===== config.mk =====
export PLATFORM = sky130hd
export DESIGN_NAME = id_ex_hazard_stage
export DESIGN_NICKNAME = d
export VERILOG_FILES = /design/src/rtl/pipeline_pkg.sv /design/src/rtl/load_use_detector.sv /design/src/rtl/id_ex_hazard_stage.sv
export SDC_FILE = /design/constraint.sdc
export NUM_CORES = 1
export LEC_CHECK = 0
export CAP_MARGIN = 20
export CORE_UTILIZATION = 37
export DETAILED_ROUTE_END_ITERATION = 7
export GPL_TIMING_DRIVEN = 0
export PLACE_DENSITY_LB_ADDON = 0.1
export SYNTH_ARGS = -nofsm -noshare
export SYNTH_HDL_FRONTEND = slang
export SYNTH_SLANG_ARGS = --single-unit

===== constraint.sdc =====
create_clock -name i_clock -period 2.3 [get_ports i_clock]
set_input_delay 0.575 -clock i_clock [delete_from_list [all_inputs] [get_ports i_clock]]
set_output_delay 0.575 -clock i_clock [all_outputs]
set_load 0.005 [all_outputs]

===== src/rtl/pipeline_pkg.sv =====
// pipeline_pkg
// Shared definitions for the ID/EX stage and its load-use hazard detector:
// hazard FSM state encoding, control-bundle width, stall-counter width and
// the default parameter values used by both modules.
package pipeline_pkg;

    typedef enum logic [0:0] {
        RUN    = 1'b0,
        BUBBLE = 1'b1
    } hz_state_e;

    localparam int DEF_NB_DATA      = 32;
    localparam int DEF_NB_ADDR      = 5;
    localparam int DEF_NB_ALUOP     = 3;
    localparam int DEF_STALL_CYCLES = 1;

    // mem_read, mem_write, reg_write, mem_to_reg, alu_src, reg_dst
    localparam int CTRL_FLAG_W = 6;
    // Full control bundle: the six flags plus the ALU op
    localparam int CTRL_W      = CTRL_FLAG_W + DEF_NB_ALUOP;

    localparam int CNT_W = 3;

endpackage


===== src/rtl/load_use_detector.sv =====
// load_use_detector
// Detects a load in EX whose destination (rt) feeds the instruction in ID and
// holds o_stall high for STALL_CYCLES consecutive cycles.
//
// Ports:
//   i_clock, i_reset      clock, synchronous active-high reset
//   i_enable, i_flush     pipeline enable, branch/jump squash
//   i_valid, i_rs, i_rt   ID instruction validity and source registers
//   i_ex_valid,
//   i_ex_mem_read, i_ex_rt  instruction currently registered in EX
//   o_stall               freeze PC and IF/ID, bubble into EX
//
// state  | meaning
// -------+---------------------------------------------------------------
// RUN    | no stall in progress; hazard detection armed
// BUBBLE | extra stall cycles after detection, count tracks cycles done
module load_use_detector
    import pipeline_pkg::*;
#(
    parameter int NB_ADDR      = DEF_NB_ADDR,
    parameter int STALL_CYCLES = DEF_STALL_CYCLES
) (
    input  logic               i_clock,
    input  logic               i_reset,
    input  logic               i_enable,
    input  logic               i_flush,
    input  logic               i_valid,
    input  logic [NB_ADDR-1:0] i_rs,
    input  logic [NB_ADDR-1:0] i_rt,
    input  logic               i_ex_valid,
    input  logic               i_ex_mem_read,
    input  logic [NB_ADDR-1:0] i_ex_rt,
    output logic               o_stall
);

    localparam bit                MULTI_CYCLE = (STALL_CYCLES > 1);
    localparam logic [CNT_W-1:0]  LAST_COUNT  = CNT_W'(STALL_CYCLES - 1);

    hz_state_e        state, state_next;
    logic [CNT_W-1:0] count, count_next;
    logic             hazard;

    // Register 0 is deliberately not special-cased.
    assign hazard = (state == RUN) && i_valid && i_ex_valid && i_ex_mem_read &&
                    ((i_ex_rt == i_rs) || (i_ex_rt == i_rt));

    always_ff @(posedge i_clock) begin
        if (i_reset) begin
            state <= RUN;
            count <= '0;
        end else begin
            state <= state_next;
            count <= count_next;
        end
    end

    always_comb begin
        state_next = state;
        count_next = count;
        if (i_flush) begin
            state_next = RUN;
            count_next = '0;
        end else if (i_enable) begin
            case (state)
                RUN: begin
                    // Detection cycle is stall #1; BUBBLE covers the rest.
                    if (hazard && MULTI_CYCLE) begin
                        state_next = BUBBLE;
                        count_next = CNT_W'(1);
                    end
                end
                BUBBLE: begin
                    if (count == LAST_COUNT) begin
                        state_next = RUN;
                        count_next = '0;
                    end else begin
                        count_next = count + 1'b1;
                    end
                end
                default: begin
                    state_next = RUN;
                    count_next = '0;
                end
            endcase
        end
    end

    // Reset and flush win over any stall in the same cycle; a disabled
    // pipeline never reports a stall.
    always_comb begin
        o_stall = 1'b0;
        if (!i_reset && !i_flush && i_enable) begin
            o_stall = hazard || (state == BUBBLE);
        end
    end

endmodule


===== src/rtl/id_ex_hazard_stage.sv =====
// id_ex_hazard_stage
// ID/EX pipeline register with load-use stall/bubble insertion and optional
// write-back bypass of the register-bank read data.
//
// Build option: ID_EX_WB_BYPASS_EN -- when defined, the WB write port is
// registered each enabled cycle and forwarded over i_data_a/i_data_b on a
// matching rs/rt, covering a bank write that lands on the same edge as the
// bank's registered read. Undefined: i_wb_* are ignored.
//
// Ports:
//   i_clock, i_reset        clock, synchronous active-high reset
//   i_enable, i_flush       debug-unit enable, branch/jump squash
//   i_valid                 ID holds a real instruction
//   i_data_a/b, i_imm       bank read data, sign-extended immediate
//   i_rs/rt/rd              decoded register fields
//   i_mem_read..i_alu_op    decoded controls
//   i_wb_*                  write-back port (same as driven to the bank)
//   o_stall                 freeze PC and IF/ID
//   o_valid, o_*            registered EX copies of the above
module id_ex_hazard_stage
    import pipeline_pkg::*;
#(
    parameter int NB_DATA      = DEF_NB_DATA,
    parameter int NB_ADDR      = DEF_NB_ADDR,
    parameter int NB_ALUOP     = DEF_NB_ALUOP,
    parameter int STALL_CYCLES = DEF_STALL_CYCLES
) (
    input  logic                i_clock,
    input  logic                i_reset,
    input  logic                i_enable,
    input  logic                i_flush,
    input  logic                i_valid,
    input  logic [NB_DATA-1:0]  i_data_a,
    input  logic [NB_DATA-1:0]  i_data_b,
    input  logic [NB_ADDR-1:0]  i_rs,
    input  logic [NB_ADDR-1:0]  i_rt,
    input  logic [NB_ADDR-1:0]  i_rd,
    input  logic [NB_DATA-1:0]  i_imm,
    input  logic                i_mem_read,
    input  logic                i_mem_write,
    input  logic                i_reg_write,
    input  logic                i_mem_to_reg,
    input  logic                i_alu_src,
    input  logic                i_reg_dst,
    input  logic [NB_ALUOP-1:0] i_alu_op,
    input  logic                i_wb_reg_write,
    input  logic [NB_ADDR-1:0]  i_wb_write_reg,
    input  logic [NB_DATA-1:0]  i_wb_write_data,
    output logic                o_stall,
    output logic                o_valid,
    output logic [NB_DATA-1:0]  o_data_a,
    output logic [NB_DATA-1:0]  o_data_b,
    output logic [NB_ADDR-1:0]  o_rs,
    output logic [NB_ADDR-1:0]  o_rt,
    output logic [NB_ADDR-1:0]  o_rd,
    output logic [NB_DATA-1:0]  o_imm,
    output logic                o_mem_read,
    output logic                o_mem_write,
    output logic                o_reg_write,
    output logic                o_mem_to_reg,
    output logic                o_alu_src,
    output logic                o_reg_dst,
    output logic [NB_ALUOP-1:0] o_alu_op
);

    localparam int NB_CTRL = CTRL_FLAG_W + NB_ALUOP;

    logic               stall;
    logic [NB_CTRL-1:0] ctrl_in, ctrl_q;
    logic [NB_DATA-1:0] data_a_sel, data_b_sel;

    assign ctrl_in = {i_mem_read, i_mem_write, i_reg_write, i_mem_to_reg,
                      i_alu_src, i_reg_dst, i_alu_op};
    assign {o_mem_read, o_mem_write, o_reg_write, o_mem_to_reg,
            o_alu_src, o_reg_dst, o_alu_op} = ctrl_q;
    assign o_stall = stall;

    load_use_detector #(
        .NB_ADDR      (NB_ADDR),
        .STALL_CYCLES (STALL_CYCLES)
    ) u_load_use_detector (
        .i_clock       (i_clock),
        .i_reset       (i_reset),
        .i_enable      (i_enable),
        .i_flush       (i_flush),
        .i_valid       (i_valid),
        .i_rs          (i_rs),
        .i_rt          (i_rt),
        .i_ex_valid    (o_valid),
        .i_ex_mem_read (o_mem_read),
        .i_ex_rt       (o_rt),
        .o_stall       (stall)
    );

`ifdef ID_EX_WB_BYPASS_EN
    logic               wb_q_reg_write;
    logic [NB_ADDR-1:0] wb_q_write_reg;
    logic [NB_DATA-1:0] wb_q_write_data;

    always_ff @(posedge i_clock) begin
        if (i_reset) begin
            wb_q_reg_write  <= 1'b0;
            wb_q_write_reg  <= '0;
            wb_q_write_data <= '0;
        end else if (i_enable) begin
            wb_q_reg_write  <= i_wb_reg_write;
            wb_q_write_reg  <= i_wb_write_reg;
            wb_q_write_data <= i_wb_write_data;
        end
    end

    assign data_a_sel = (wb_q_reg_write && (wb_q_write_reg == i_rs)) ? wb_q_write_data : i_data_a;
    assign data_b_sel = (wb_q_reg_write && (wb_q_write_reg == i_rt)) ? wb_q_write_data : i_data_b;
`else
    logic unused_wb;
    assign unused_wb  = ^{i_wb_reg_write, i_wb_write_reg, i_wb_write_data};
    assign data_a_sel = i_data_a;
    assign data_b_sel = i_data_b;
`endif

    // Bubbles clear only validity and controls; data/address fields hold.
    always_ff @(posedge i_clock) begin
        if (i_reset) begin
            o_valid  <= 1'b0;
            ctrl_q   <= '0;
            o_data_a <= '0;
            o_data_b <= '0;
            o_rs     <= '0;
            o_rt     <= '0;
            o_rd     <= '0;
            o_imm    <= '0;
        end else if (i_flush) begin
            o_valid <= 1'b0;
            ctrl_q  <= '0;
        end else if (i_enable) begin
            if (stall) begin
                o_valid <= 1'b0;
                ctrl_q  <= '0;
            end else begin
                o_valid  <= i_valid;
                ctrl_q   <= ctrl_in;
                o_data_a <= data_a_sel;
                o_data_b <= data_b_sel;
                o_rs     <= i_rs;
                o_rt     <= i_rt;
                o_rd     <= i_rd;
                o_imm    <= i_imm;
            end
        end
    end

endmodule

* Yosys cells after proc, flatten, opt, wreduce, memory -nomap -nowiden
Cells that the tools add are included.
** Cells by class
- Reduce and logical (&&, ||, !) cells :: 14
- Eq/ne operators :: 2
- Bitwise gates (word level) :: 3
- Add/sub/neg operators :: 1
- Mux-type cells :: 6
** Operators with widths (number)
- == test 5 bit :: 2
- two-way mux 9 bit :: 1
- logical AND 1 bit :: 6
- two-way mux 1 bit :: 4
- adder 3 x 1 -> 3 bit, second input constant :: 1
- zero test 3 bit :: 1
- two-way mux 3 bit :: 1
- inverter 1 bit :: 3
- AND reduction 3 bit :: 1
- zero test 1 bit :: 2
- logical OR 1 bit :: 2
- AND reduction 2 bit :: 1
- OR reduction 2 bit :: 1
** Word-level totals
- Output and inout port bits :: 122
- Logic and storage cells :: 36
- Flip-flop bits (word level) :: 125

* Logic depth before layout (Yosys ltp)
Gate-level depths: netlist of run 1.
- Depth after elaboration :: 9
- Depth in mapped cells :: 8
- Depth with buffers taken out :: 6

* By module
From an unflattened synthesis of run 1, not the netlist that was laid out.
** Unflattened totals
- Cell total of the unflattened synthesis :: 565
- Area, all modules :: 5675.4 µm²
** Modules (own cells, without submodules)
- id_ex_hazard_stage :: cells each 526, area each 5356.4 µm², seq. area each 2422.3 µm², instances 1
- load_use_detector :: cells each 39, area each 319.1 µm², seq. area each 80.1 µm², instances 1

* Worst setup path after synthesis of run 1
OpenSTA, ideal clock, no wires.
- Path kind :: in2out
- From :: in i_flush
- To :: out o_stall
- Stages on the path :: 6
- Path buffers :: 1
- Slack :: 0.014 ns
- Arrival :: 1.711 ns
- Cell sequence :: nor2_1 > nand4_1 > nor4_1 > nor2_1 > clkbuf_1 > a21boi_0
** On the way
- Cells in the longest elaborated chain, start to end :: 4
** RTL lines
- start: declaration :: line id_ex_hazard_stage.sv:31 : input logic i_flush,
- zero test 1 bit :: line load_use_detector.sv:92 : if (!i_reset && !i_flush && i_enable) begin
- logical AND 1 bit (2 in series) :: line load_use_detector.sv:92
- two-way mux 1 bit :: line load_use_detector.sv:92
- end: declaration :: line id_ex_hazard_stage.sv:49 : output logic o_stall,
No other way between the ends.

* Worst setup path after layout of run 1
Ends and elaborated chain as after synthesis.

==> flow_summary.yaml, run 1 <==
route:
  vias: 4726
  wirelength_mm: 13.91
  first_pass_iters: 4
  drc: 0
  ant_nets: 0
  vias_per_cell: 4.721
  avgRoutedWirePerCell_um: 13.89
  dr.first_iter.drc_count: 231
pwr:
  p_leak_nw: 2.962
  p_per_area_mw_per_mm2: 722.1
  ir_drop_v: 0.0005537
  p_total_mw: 5.745
critical_path:
  crit_top_cell: "nor2_4"
  r2r_slack_ps: 150
  r2r_end: "o_rt[2]$_SDFFE_PP0P_"
  cpMaxStageDelayCell: "nor4_4"
  path_max_fanout: 3
  rr_startpoint: "ctrl_q[8]$_SDFFE_PP0P_"
  crit_chain: "buf_8, nor2_4, nand4_1, buf_4, nor4_4, nor2_4, a21boi_2, buf_2"
  crit_required_ps: 1730
  rr_worst_depth: 10
  max_stage_delay_ps: 340
  criticalPathCategory: "in -> out"
  end_kind: "output port"
  cp-start-kind: "primary input"
  path_delay_family: "simple AND/OR/NAND/NOR gates"
  worst-path-buf-inv: 3
  arrival_ps: 1780
  startpoint: "i_flush"
sta:
  drv_slew: 0
  skew_ps: 8.375
  rsz0062_at_grt: "yes"
  worstMarginPinSlew_ps: 653.4
  fin_crit_sh_pct: 102.6
  worst_slack_ps: -59.99
  setup_viol_count_final: 1
  fmax_ghz: 0.4237
  max_slew_margin_pct: 56.44
  final.min_clock_period_ps: 2360
  finalHoldViolCount: 0
place:
  dp.cells: 962
  dp_slack_ps: -1270
  gp_congestion: 0.7625
  place_hpwl_mm: 10.35
  placed_area_mm2: 0.007177
  io_buffers: 246
grt:
  overflow: 0
  antenna_found_initial: 0
  grt_pass1_wl_mm: 22.16
  grt_usage_pct: 22.45
  grt_pass1_vias: 4539
  grt_max_degree: 17
floorplan:
  fp.dieH_um: 112.7
  io_pins: 285
  core_area_mm2: 0.01196
  rows: 40
  dieArea_mm2: 0.01269
  start_util_pct: 37.88
  die-width_um: 112.7
cells_and_area:
  mostFrequentLayoutCell: "clkdlybuf4s50_1"
  register_area_mm2: 0.002512
  nFillCells: 1019
  multi_input_area_mm2: 0.001924
  final_cells: 1001
  drive_above_1_share_pct: 10.08
  layout_common_cells: "clkdlybuf4s50_1, nand2_1, a21oi_1, dfxtp_1, clkbuf_1"
  utilization_pct: 66.52
  final_area_mm2: 0.007956
  areaGrowthSynthToFinish_pct: 75.61
  fin_nets: 1007
clocking:
  cts-root-buf: "clkbuf_16"
  cts_hold_buf: 0
  cts.sinks: 125
  clk_pin_slew_ps: 50
  cts_made_buffers: 17
  cts_buffer_depth: 2
  htreeDepth: 4
  cts_tree: "done"
  insertion_delay_ps: 410
synth:
  yosysWarnings: 0
  syn_inst: 569
  synth-seq-cells: 125
  synth_nets: 734
  yosys.area.top_type: "dfxtp_1"
  synth_area_mm2: 0.004531
  synth_area_leaders: "dfxtp_1, nand2_1, a21oi_1, buf_4, clkbuf_1"
  syn_avg_cell_area_um2: 7.962
  yosysSeqAreaShare_pct: 55.23
  synth.distinct_cells: 23
  synth_top_area_share_pct: 55.23
hold_path:
  hold_start: "i_rt[1]"
  hold_depth: 3
  min_to: "o_rt[1]$_SDFFE_PP0P_"
  min_path_type: "in -> reg"
status:
  violations: "setup timing"
  status: "finished, violations left"
job:
  max_cap_violations: 0
==> Yosys cell counts (all sizes together) <==
cell / count
a22oi: 1
nand3b: 1
xor2: 4
or3: 1
clkbuf: 20
nand2: 224
inv: 2
nand3: 3
nand2b: 10
nand4: 11
a21oi: 123
nor3: 2
nor2: 7
buf: 21
dfxtp: 125
mux2i: 1
xnor2: 6
nor2b: 1
a21boi: 1
ha: 2
nor4: 2
or2: 1
==> flip-flops by register name (all words and copies together) (netlist names) <==
| signal | flops |
|---|---|
| ctrl_q | 9 |
| o_data_a | 32 |
| o_data_b | 32 |
| o_imm | 32 |
| o_rd | 5 |
| o_rs | 5 |
| o_rt | 5 |
| o_valid | 1 |
| u_load_use_detector.count | 3 |
| u_load_use_detector.state | 1 |
==> power breakdown <==
part,internal [mW],switching [mW],total (mW)
combinational,0.433,0.272,0.705
sequential,2.26,0.0506,2.31
clock,1.85,0.874,2.73
total,4.55,1.20,5.75
==> tightest hold or removal path, stage by stage <==
cell and delay, ps:
buf_2 120, nand2_1 50, a21oi_1 50
==> worst max-delay path by stage <==
stage	end	cells after the start	slack, ps
6_report	o_stall	8	-60
5_1_grt	o_stall	8	-150
4_1_cts	o_stall	6	-50
3_5_place_dp	o_stall	8	-1270
3_3_place_gp	o_stall	8	-1210
2_1_floorplan	o_stall	6	10
==> cell families (layout without fill, tap and decap cells) <==
family,count (synthesis),count (layout),synth area share [%]
flops,125,125,55.23
xor+xnor,10,10,1.933
other cells,0,1,0
simple gates,263,263,23.45
compound gates,125,125,13.92
mux,1,1,0.2209
buf+inv,43,327,4.695
fa+ha+maj,2,2,0.5522
==> area by class of cell <==
type                    instances  area share [%]
repair buffers                255           31.59
flip-flops and latches        125           31.58
multi-input cells             401           24.19
clock buffers                  23           5.881
plain buffers                  40           2.595
well taps                     147           2.312
clock inverters                 7           1.730
inverters                       2         0.09435
diodes                          1         0.03145
==> routing by layer <==
metal / GRT usage [%] / vias up / part of all wire, %
met5: 0 / - / 0
met4: 10.40 / 0 / 2.6
met3: 7.451 / 28 / 7.4
met2: 37.90 / 176 / 49
met1: 25.67 / 2121 / 41
li1: - / 2401 / -
==> through the flow <==
stage | hold slack, ps | setup TNS, ps
after global routing | 442.9 | -185.7
after CTS | 425.3 | -45.73
final | 439.4 | -59.99
after floorplan | 452.7 | 0
after detailed placement | 445.6 | -75560
after global placement | 440.8 | -69350
==> repair_timing <==
| item | 4_1_cts | 5_1_grt |
|---|---|---|
| pin swaps | 14 | 6 |
| setup endpoints to repair | 92 | 33 |
| resized for setup | 59 | 15 |
| setup buffers | 5 | 4 |
(Power assumes the default switching activity.)
==> run 2: changes to the inputs <==
--- a/config.mk
+++ b/config.mk
@@ -10,6 +10,7 @@
 export DETAILED_ROUTE_END_ITERATION = 7
 export GPL_TIMING_DRIVEN = 0
 export PLACE_DENSITY_LB_ADDON = 0.1
+export SKIP_LAST_GASP = 1
 export SYNTH_ARGS = -nofsm -noshare
 export SYNTH_HDL_FRONTEND = slang
 export SYNTH_SLANG_ARGS = --single-unit
==> results of run 2 <==
The final DEF is identical to that of run 1; final timing and power are the same.
